--- src/rtl/jt053244_pkg.sv ---
// Shared types and constants for the 053244 sprite row drawer.
// Holds the FSM state encoding, the tile geometry and the line-buffer pixel layout.
package jt053244_pkg;

    typedef enum logic [1:0] {
        IDLE   = 2'd0,
        FETCH0 = 2'd1,
        FETCH1 = 2'd2,
        DRAW   = 2'd3
    } state_t;

    localparam int ZUNIT    = 64;
    localparam int TILE_W   = 16;
    localparam int TILE_POS = 1024;
    localparam int MAX_OUT  = 512;

    typedef struct packed {
        logic       shd;
        logic [6:0] attr;
        logic [3:0] pix;
    } buf_pix_t;

    // Pixel n of a row: word0 carries 0-7, word1 carries 8-15, leftmost pixel in the top nibble.
    function automatic logic [3:0] row_pix(input logic [31:0] w0, input logic [31:0] w1,
                                           input logic [3:0] n);
        logic [31:0] w;
        w = n[3] ? w1 : w0;
        return w[{~n[2:0], 2'b00} +: 4];
    endfunction

endpackage

--- src/rtl/jt053244_draw_if.sv ---
// Request, ROM and line-buffer signals of the sprite row drawer.
// The scan/memory side uses master; the drawer uses slave.
interface jt053244_draw_if #(
    parameter int BUF_AW = 9
);
    logic              dr_start;
    logic              dr_busy;
    logic [15:0]       code;
    logic [6:0]        attr;
    logic              shd;
    logic              hflip;
    logic [9:0]        hpos;
    logic [3:0]        ysub;
    logic [11:0]       hzoom;
    logic              hz_keep;
    logic              rom_cs;
    logic [20:0]       rom_addr;
    logic [31:0]       rom_data;
    logic              rom_ok;
    logic              buf_we;
    logic [BUF_AW-1:0] buf_addr;
    logic [11:0]       buf_din;

    modport master (
        output dr_start, code, attr, shd, hflip, hpos, ysub, hzoom, hz_keep, rom_data, rom_ok,
        input  dr_busy, rom_cs, rom_addr, buf_we, buf_addr, buf_din
    );

    modport slave (
        input  dr_start, code, attr, shd, hflip, hpos, ysub, hzoom, hz_keep, rom_data, rom_ok,
        output dr_busy, rom_cs, rom_addr, buf_we, buf_addr, buf_din
    );
endinterface

--- src/rtl/jt053244_hzacc.sv ---
// Horizontal accumulator: output x, source position with fraction, tile-end detect.
// Latency: x/pos update on the cycle after adv; last is combinational from current pos.
// Backpressure: none, advances only when adv is high.
module jt053244_hzacc
    import jt053244_pkg::*;
#(
    parameter int UNIT = 64
)(
    input  logic        clk,
    input  logic        rst,
    input  logic        start,
    input  logic        keep,
    input  logic [9:0]  hpos,
    input  logic        adv,
    input  logic [11:0] step,
    output logic [9:0]  x,
    output logic [3:0]  idx,
    output logic        last
);
    localparam int             SH   = $clog2(UNIT);
    localparam logic [13:0]    TILE = 14'(TILE_W * UNIT);
    localparam logic [8:0]     CAP  = 9'(MAX_OUT - 1);

    logic [12:0] pos;
    logic [8:0]  cnt;
    logic [13:0] sum;
    logic        tile_end;

    assign sum      = {1'b0, pos} + {2'b00, step};
    assign tile_end = (sum >= TILE);
    assign last     = tile_end || (cnt == CAP);
    assign idx      = 4'(pos >> SH);

    always_ff @(posedge clk) begin
        if (rst) begin
            x   <= '0;
            pos <= '0;
            cnt <= '0;
        end else if (start) begin
            cnt <= '0;
            if (!keep) begin
                x   <= hpos;
                pos <= '0;
            end
        end else if (adv) begin
            x   <= x + 10'd1;
            cnt <= cnt + 9'd1;
            // The leftover fraction past the tile edge seeds the next tile when keep is used.
            pos <= tile_end ? 13'(sum - TILE) : sum[12:0];
        end
    end

endmodule

--- src/rtl/jt053244_draw.sv ---
// Sprite row drawer: fetches a 16-pixel 4bpp row, applies hzoom/hflip, writes opaque pixels.
// Latency: first line-buffer write 4 cycles after dr_start with no ROM wait, then 1 pixel/cycle.
// Backpressure: ROM fetches stall until rom_ok; dr_start is ignored while dr_busy is high.
module jt053244_draw #(
    parameter int BUF_AW = 9,
    parameter int ZUNIT  = 64
)(
    input  logic           clk,
    input  logic           rst,
    jt053244_draw_if.slave bus
);
    import jt053244_pkg::*;

    state_t            state_q, state_d;
    logic              busy_q, busy_d;
    logic              rom_cs_q, rom_cs_d;
    logic [20:0]       rom_addr_q, rom_addr_d;
    logic              buf_we_q, buf_we_d;
    logic [BUF_AW-1:0] buf_addr_q, buf_addr_d;
    buf_pix_t          buf_din_q, buf_din_d;

    logic [15:0] code_q;
    logic [6:0]  attr_q;
    logic        shd_q;
    logic        hflip_q;
    logic [3:0]  ysub_q;
    logic [11:0] step_q;
    logic [31:0] w0_q, w1_q;

    logic       accept, ld_w0, ld_w1, adv, last;
    logic [9:0] x;
    logic [3:0] idx;
    logic [3:0] pix;

    assign accept = (state_q == IDLE) && bus.dr_start && !busy_q;
    assign pix    = row_pix(w0_q, w1_q, hflip_q ? ~idx : idx);

    jt053244_hzacc #(.UNIT(ZUNIT)) u_hzacc (
        .clk   (clk),
        .rst   (rst),
        .start (accept),
        .keep  (bus.hz_keep),
        .hpos  (bus.hpos),
        .adv   (adv),
        .step  (step_q),
        .x     (x),
        .idx   (idx),
        .last  (last)
    );

    always_ff @(posedge clk) begin
        if (rst) begin
            state_q    <= IDLE;
            busy_q     <= 1'b0;
            rom_cs_q   <= 1'b0;
            rom_addr_q <= '0;
            buf_we_q   <= 1'b0;
            buf_addr_q <= '0;
            buf_din_q  <= '0;
        end else begin
            state_q    <= state_d;
            busy_q     <= busy_d;
            rom_cs_q   <= rom_cs_d;
            rom_addr_q <= rom_addr_d;
            buf_we_q   <= buf_we_d;
            buf_addr_q <= buf_addr_d;
            buf_din_q  <= buf_din_d;
        end
    end

    always_comb begin
        state_d    = state_q;
        // Busy also covers the cycle after DRAW so the final registered write lands inside it.
        busy_d     = accept || (state_q != IDLE);
        rom_cs_d   = rom_cs_q;
        rom_addr_d = rom_addr_q;
        buf_we_d   = 1'b0;
        buf_addr_d = buf_addr_q;
        buf_din_d  = buf_din_q;
        ld_w0      = 1'b0;
        ld_w1      = 1'b0;
        adv        = 1'b0;
        case (state_q)
            IDLE: begin
                if (accept) begin
                    state_d    = FETCH0;
                    rom_cs_d   = 1'b1;
                    rom_addr_d = {bus.code, bus.ysub, 1'b0};
                end
            end
            FETCH0: begin
                if (bus.rom_ok) begin
                    ld_w0      = 1'b1;
                    rom_addr_d = {code_q, ysub_q, 1'b1};
                    state_d    = FETCH1;
                end
            end
            FETCH1: begin
                if (bus.rom_ok) begin
                    ld_w1    = 1'b1;
                    rom_cs_d = 1'b0;
                    state_d  = DRAW;
                end
            end
            DRAW: begin
                adv        = 1'b1;
                buf_we_d   = (pix != 4'd0) && (x[9:BUF_AW] == '0);
                buf_addr_d = x[BUF_AW-1:0];
                buf_din_d  = '{shd: shd_q, attr: attr_q, pix: pix};
                if (last) state_d = IDLE;
            end
            default: state_d = IDLE;
        endcase
    end

    always_ff @(posedge clk) begin
        if (rst) begin
            code_q  <= '0;
            attr_q  <= '0;
            shd_q   <= 1'b0;
            hflip_q <= 1'b0;
            ysub_q  <= '0;
            step_q  <= '0;
            w0_q    <= '0;
            w1_q    <= '0;
        end else begin
            if (accept) begin
                code_q  <= bus.code;
                attr_q  <= bus.attr;
                shd_q   <= bus.shd;
                hflip_q <= bus.hflip;
                ysub_q  <= bus.ysub;
                step_q  <= (bus.hzoom == 12'd0) ? 12'd1 : bus.hzoom;
            end
            if (ld_w0) w0_q <= bus.rom_data;
            if (ld_w1) w1_q <= bus.rom_data;
        end
    end

    assign bus.dr_busy  = busy_q;
    assign bus.rom_cs   = rom_cs_q;
    assign bus.rom_addr = rom_addr_q;
    assign bus.buf_we   = buf_we_q;
    assign bus.buf_addr = buf_addr_q;
    assign bus.buf_din  = buf_din_q;

endmodule

--- src/flat_wrapper.sv ---
// flat-port wrapper written by rule: the top's interface ports become plain ports
module jt053244_draw_flat import jt053244_pkg::*;
#(
    parameter int BUF_AW = 9,
    parameter int ZUNIT  = 64
)
  (clk, rst, bus_dr_start, bus_code, bus_attr, bus_shd, bus_hflip, bus_hpos, bus_ysub, bus_hzoom, bus_hz_keep, bus_rom_data, bus_rom_ok, bus_dr_busy, bus_rom_cs, bus_rom_addr, bus_buf_we, bus_buf_addr, bus_buf_din);
  jt053244_draw_if #(.BUF_AW(BUF_AW)) bus_i ();
  input  logic clk;
  input  logic rst;
  input wire logic [$bits(bus_i.dr_start)-1:0] bus_dr_start;
  input wire logic [$bits(bus_i.code)-1:0] bus_code;
  input wire logic [$bits(bus_i.attr)-1:0] bus_attr;
  input wire logic [$bits(bus_i.shd)-1:0] bus_shd;
  input wire logic [$bits(bus_i.hflip)-1:0] bus_hflip;
  input wire logic [$bits(bus_i.hpos)-1:0] bus_hpos;
  input wire logic [$bits(bus_i.ysub)-1:0] bus_ysub;
  input wire logic [$bits(bus_i.hzoom)-1:0] bus_hzoom;
  input wire logic [$bits(bus_i.hz_keep)-1:0] bus_hz_keep;
  input wire logic [$bits(bus_i.rom_data)-1:0] bus_rom_data;
  input wire logic [$bits(bus_i.rom_ok)-1:0] bus_rom_ok;
  output wire logic [$bits(bus_i.dr_busy)-1:0] bus_dr_busy;
  output wire logic [$bits(bus_i.rom_cs)-1:0] bus_rom_cs;
  output wire logic [$bits(bus_i.rom_addr)-1:0] bus_rom_addr;
  output wire logic [$bits(bus_i.buf_we)-1:0] bus_buf_we;
  output wire logic [$bits(bus_i.buf_addr)-1:0] bus_buf_addr;
  output wire logic [$bits(bus_i.buf_din)-1:0] bus_buf_din;
  assign bus_i.dr_start = bus_dr_start;
  assign bus_i.code = bus_code;
  assign bus_i.attr = bus_attr;
  assign bus_i.shd = bus_shd;
  assign bus_i.hflip = bus_hflip;
  assign bus_i.hpos = bus_hpos;
  assign bus_i.ysub = bus_ysub;
  assign bus_i.hzoom = bus_hzoom;
  assign bus_i.hz_keep = bus_hz_keep;
  assign bus_i.rom_data = bus_rom_data;
  assign bus_i.rom_ok = bus_rom_ok;
  assign bus_dr_busy = bus_i.dr_busy;
  assign bus_rom_cs = bus_i.rom_cs;
  assign bus_rom_addr = bus_i.rom_addr;
  assign bus_buf_we = bus_i.buf_we;
  assign bus_buf_addr = bus_i.buf_addr;
  assign bus_buf_din = bus_i.buf_din;
  jt053244_draw #(.BUF_AW(BUF_AW), .ZUNIT(ZUNIT)) u_core (.clk(clk), .rst(rst), .bus(bus_i));
endmodule
--- config.mk ---
export PLATFORM = sky130hd
export DESIGN_NAME = jt053244_draw_flat
export DESIGN_NICKNAME = d
export VERILOG_FILES = /design/src/rtl/jt053244_pkg.sv /design/src/rtl/jt053244_draw_if.sv /design/src/rtl/jt053244_hzacc.sv /design/src/rtl/jt053244_draw.sv /design/src/flat_wrapper.sv
export SDC_FILE = /design/constraint.sdc
export NUM_CORES = 1
export LEC_CHECK = 0
export BUFFER_PORTS_ARGS = -buffer_cell sky130_fd_sc_hd__clkbuf_2
export CAP_MARGIN = 25
export CORE_ASPECT_RATIO = 1.25
export CORE_MARGIN = 2
export CORE_UTILIZATION = 51
export CTS_CLUSTER_SIZE = 40
export DETAILED_ROUTE_END_ITERATION = 16
export GPL_TIMING_DRIVEN = 0
export PLACE_DENSITY = 0.75
export SYNTH_ARGS = -nofsm -noshare
export SYNTH_HDL_FRONTEND = slang
export SYNTH_HIERARCHICAL = 1
export SYNTH_SLANG_ARGS = --single-unit
--- constraint.sdc ---
create_clock -name clk -period 5.5 [get_ports clk]
set_input_delay 1.1 -clock clk [delete_from_list [all_inputs] [get_ports clk]]
set_output_delay 1.1 -clock clk [all_outputs]
set_load 0.01 [all_outputs]
# Word level (Yosys, flattened, before mapping)
# Cells that the tools add are included.
# word_totals
wordCells,83
output_inout_bits,45
register_bits,184
inputBits,88
# op_classes
add_sub_neg,4
bitwise_logic,4
n_shift,1
magnitude_cmp,1
n_reduce_logical,19
n_mux,25
n_eq_ne,9
# ops
operator,n
$mux 13,4
$mux 21,2
$pmux 21 s2,1
$mux 32,1
$shiftx 32x6->4,1
$mux 10,3
$add 13x12->14,1
$ge 14x11->1 const B,1
$sub 13x11->13 const B,1
$logic_not 12->1,1
$mux 12,1
$add 10x1->10 const B,1
$add 9x1->9 const B,1
$eq 9x9->1 const B,1
$mux 2,4
$pmux 2 s4,1
$reduce_bool 2->1,4
$mux 1,6
$ne 2x2->1 const B,3
$reduce_and 3->1,2
$eq 2x2->1 const B,2
$mux 4,1
$ne 2x1->1 const B,2
$not 4->4,1
other kinds (12),17

# Logic depth before layout (Yosys ltp)
# logic_depth
ltp_word,6
ltp_mapped,19
depth_no_buf,19

# By module
# The synthesis kept the hierarchy.
# by_module_without_submodules
mod,n_inst,area_per_inst_um2,cells_per_inst,seq_area_each_um2
jt053244_draw,1,6713.9,795,3042.9
jt053244_hzacc,1,2296.0,274,640.6

# Least setup slack after synthesis
# No wires, ideal clock.
# synth_path
path_kind,register -> register
start,register u_core.step_q[0]
end,register u_core.state_q[1]
arrival_time_ps,4282
path_buffers,0
synth_period_minus_slack_ps,4409
path_stages_with_launch,20
setup_time_ps,128
path_slack_ps,1091
path_cell_list,dfxtp_1 -> ha_1 -> fa_1 -> a21o_1 -> and4_4 -> o21ai_0 -> nor2b_1 -> o21ai_0 -> xnor2_1 -> inv_1 -> ha_1 -> or4b_2 -> a2111o_1 -> or4_4 -> o211ai_2 -> or2_2 -> o22ai_1 -> a21oi_1 -> mux2i_1 -> nor2_1
# synth_between
elab_chain_cells,5
# synth_rtl
element,line,rtl
"start, declared",jt053244_draw.sv:27,logic [11:0] step_q;
"start signal, assigned",jt053244_draw.sv:133,step_q <= (bus.hzoom == 12'd0) ? 12'd1 : bus.hzoom;
$add 13x12->14,jt053244_hzacc.sv:29,"assign sum = {1'b0, pos} + {2'b00, step};"
$ge 14x11->1,jt053244_hzacc.sv:30,assign tile_end = (sum >= TILE);
$logic_or 1x1->1,jt053244_hzacc.sv:31,assign last = tile_end || (cnt == CAP);
net u_core.last,jt053244_draw.sv:30,"logic accept, ld_w0, ld_w1, adv, last;"
$ne 2x1->1 (no line),n/a,
$reduce_and 4->1 (no line),n/a,
"end signal, assigned",jt053244_draw.sv:61,state_q <= state_d;
"end, declared",jt053244_draw.sv:14,"state_t state_q, state_d;"
# The timed path passes the listed nets, and every way through them passes these cells.
# A chain may end at the register's enable or synchronous reset.

# Final worst setup path
# Same ends and word-level chain as after synthesis.

==> metrics <==
height of the die 152.6 um; count of input and output buffers around 130; Root Buffer clkbuf_16; final worst hold slack 0.4551 ns; met3 WL post-DR about 1300 um; Max Transition Viols Final 0; placed inst area between 0.009 and 0.01 mm2; buffers inserted during post-CTS setup optimization 0; switching power of the nets about 1.6 mW; clock transition at the register clock pins on the worst setup and hold paths after CTS about 0.07 ns; pre-CTS setup slack 0.6292 ns; worst setup margin 0.5419 ns; level count of the clock H-tree 4; first-pass GRT wire length between 30000 and 40000 um; relative slew slack 0.3963; setup repair after global routing missed its margin no; internal power ~2.7 mW; number of standard cells after synthesis around 1.1k; worst-path fanout max 5; vias slightly above 8k; clock network power share 0.275; ratio of routed vias to standard cells 5.627; number of I/O pins between 100 and 150; Async SR Flop Fraction 0; fraction of final layout cells with drive strength greater than 1 0.1865; # rows 54; total routing usage reported by global routing 0.2624; worst-skew pair later-pin latency roughly 0.44 ns; final HPWL from detailed placement 18110 um; sort of element at the end of the critical path flip-flop; worst setup skew after layout roughly 0.014 ns; highest cell delay on the worst timing path around 0.61 ns; sequential share of power 0.405; post-synth top area share 0.4088; Antenna Cells 0; share of power burned in combinational logic 0.320; outcome completed; number of synthesized flops with an enable pin 0; synthesized netlist net count about 1.2k; number of hold buffers added after CTS 0; pin count of the biggest net entering global routing 18; final critical-path share of the clock period 0.9015; peak supply drop about 0.25 mV; leakage power figure between 4 and 5 nW; Synth Warn # 6; number of antenna violations at the first check in global routing 0; DR DRC count 0; Net count, final between 1k and 1.5k; Fmax a little over 200 MHz; Required @ worst endpoint roughly 5.8 ns; met2 wirelength from detailed routing approximately 12000 um; number of placed instances, taps included between 1k and 1.5k; measured slew at the worst slew-check pin about 0.9 ns; fraction of power spent switching nets 0.3670; total overflow reported by the global router 0; drt first pass iters 5; flip-flop cell with the highest count after synthesis dfxtp_1; count of antenna-violating nets left after detailed routing 0; final total negative setup slack 0 ns; number of global-route vias before repair ~7.9k; sequential fraction of the synthesis area 0.4088; starting density of the core 0.5189; number of maximum-capacitance constraint violations 0; top cells by area, synth dfxtp_1 41%, nand2_1 9.7%, mux2i_1 7.4%; post-synthesis instance area roughly 0.0090 mm2; final hold viol count 0; post-route non-filler standard cell count between 1k and 1.5k; Unique masters post-synth between 80 and 90; data arrival time of the critical path 5.26 ns; area growth from synthesis to layout 16.64%; Layout Cell Area excl Fill approximately 0.011 mm2; highest-delay cell along the critical path or4b_2; Max Buffers Root-to-Sink 2; DR iter-0 viols 530; power per standard cell area a little over 400 mW/mm2; Hold Path Class flip-flop to flip-flop; clock sink count approximately 180; minimum period implied by the final worst setup slack approximately 5.0 ns; number of clock buffers inserted by TritonCTS 17; ordered list of cells on the worst path ha_1 > fa_1 > a21o_1 > and4_4 > o21ai_0 > nor2b_1 > o21ai_0 > xnor2_1 > inv_1 > ha_1 > or4b_2 > a2111o_1 > or4_4 > o211ai_2 > or2_2 > o22ai_1 > a21oi_1 > mux2i_1 > nor2_1; highest signal layer in the routed design met4; overall die area between 0.015 and 0.02 mm2; Wirelength per Cell between 15 and 20 um; mean instance size in the synthesized netlist ~8.4 um2; start-to-end type of the worst setup path flip-flop to flip-flop; post-cts sizing count 0; area of the core ~0.017 mm2; number of storage elements in the synthesis netlist ~180; most frequent cell after synthesis nand2_1; final setup violating endpoints 0; CP Launch Type flip-flop; final weighted congestion in routability-driven placement a little over 0.9; most numerous cell types in the synthesized netlist 233 x nand2_1, 184 x dfxtp_1, 124 x a21oi_1; total routed wire length on the met1 layer between 10000 and 15000 um; largest area contributor in the synthesized netlist dfxtp_1; Detailed Route WL between 20000 and 25000 um; DIE WIDTH 122.9 um; CTS tree built
registers in the layout, summed over array words and instances (netlist names), 2 cells and up:
| signal | count |
|---|---|
| u_core/code_q | 16 |
| u_core/ysub_q | 4 |
| u_core/u_hzacc/cnt | 9 |
| u_core/bus.buf_din | 12 |
| u_core/state_q | 2 |
| u_core/bus.buf_addr | 9 |
| u_core/u_hzacc/pos | 13 |
| u_core/step_q | 12 |
| u_core/attr_q | 7 |
| u_core/w1_q | 32 |
| u_core/bus.rom_addr | 21 |
| u_core/u_hzacc/x | 10 |
| u_core/w0_q | 32 |
metrics by stage:
step / power [mW] / utilization
final: 4.230 / 0.6052
after CTS: 4.233 / 0.6052
after detailed placement: 3.078 / 0.5731
after floorplan: 2.648 / -
after global placement: 3.048 / 0.5731
after global routing: 4.465 / 0.6052
worst paths after layout:
kind / startpoint / end / slack, ns / cells after the start
setup / recovery: u_core/step_q[0]$_SDFFE_PP0P_ / u_core/state_q[1]$_SDFFE_PP0P_ / 0.54 / 19
setup reg to reg: u_core/step_q[0]$_SDFFE_PP0P_ / u_core/state_q[1]$_SDFFE_PP0P_ / 0.54 / 19
hold / removal: u_core/w1_q[31]$_SDFFE_PP0P_ / u_core/w1_q[31]$_SDFFE_PP0P_ / 0.46 / 2
hold reg to reg: u_core/w1_q[31]$_SDFFE_PP0P_ / u_core/w1_q[31]$_SDFFE_PP0P_ / 0.46 / 2
kinds of logic (layout without fill, tap and decap cells):
family	count (synthesis)	count (layout)	share of synthesized area
buffers and inverters	90	254	0.05221
adder cells (fa/ha/maj)	22	22	0.03138
XOR/XNOR	13	13	0.01264
AND/OR/NAND/NOR	414	414	0.2023
flip-flops	184	184	0.4088
multiplexers	85	85	0.1057
AO/OA/AOI/OAI	261	261	0.1869
worst max-delay path, delay by kind of cell (launching register included):
family                   cells  cell delay [ns]
multiplexers                 1             0.23
XOR/XNOR                     1             0.19
flip-flops                   1             0.32
AND/OR/NAND/NOR              6             1.76
AO/OA/AOI/OAI                7             1.41
adder cells (fa/ha/maj)      3             0.81
buffers and inverters        1             0.11
per-layer routing:
| metal | track usage | up-vias |
|---|---|---|
| met5 | 0 | - |
| met4 | 0.1160 | 0 |
| met3 | 0.04940 | 55 |
| met2 | 0.4417 | 275 |
| met1 | 0.3217 | 3818 |
| li1 | - | 4051 |
cell usage in the layout, fill, tap and decap left out, types with 9 or more instances in the layout:
cell type	synthesis	final
mux2i_1	67	67
a22oi_1	18	18
a211oi_1	35	35
ha_1	21	21
dfxtp_1	184	184
clkbuf_2	1	133
nand2_1	233	233
nand3_1	12	12
clkbuf_1	54	55
clkbuf_16	0	17
o21ai_0	16	16
nor2b_1	10	10
nor2_1	89	89
o22ai_1	11	11
buf_4	9	9
a21oi_1	124	124
power by group through the flow:
stage | Clock (mW) | Sequential, mW | Combinational (mW)
global placement | 0 | 1.73 | 1.31
finish | 1.16 | 1.71 | 1.35
CTS | 1.18 | 1.71 | 1.35
floorplan | 0 | 1.74 | 0.912
detailed placement | 0 | 1.74 | 1.34
global route | 1.23 | 1.74 | 1.49
final cells by class:
| cell class | count | area [um2] |
|---|---|---|
| Multi-Input combinational cell | 795 | 4856 |
| Clock inverter | 13 | 115.1 |
| Timing Repair Buffer | 132 | 660.6 |
| Sequential cell | 184 | 3684 |
| Clock buffer | 19 | 442.9 |
| Buffer | 82 | 440.4 |
| Fill cell | 1574 | 6855 |
| Inverter | 8 | 30.03 |
| Tap cell | 224 | 280.3 |
Note: power is estimated with default switching activity, not from simulation.
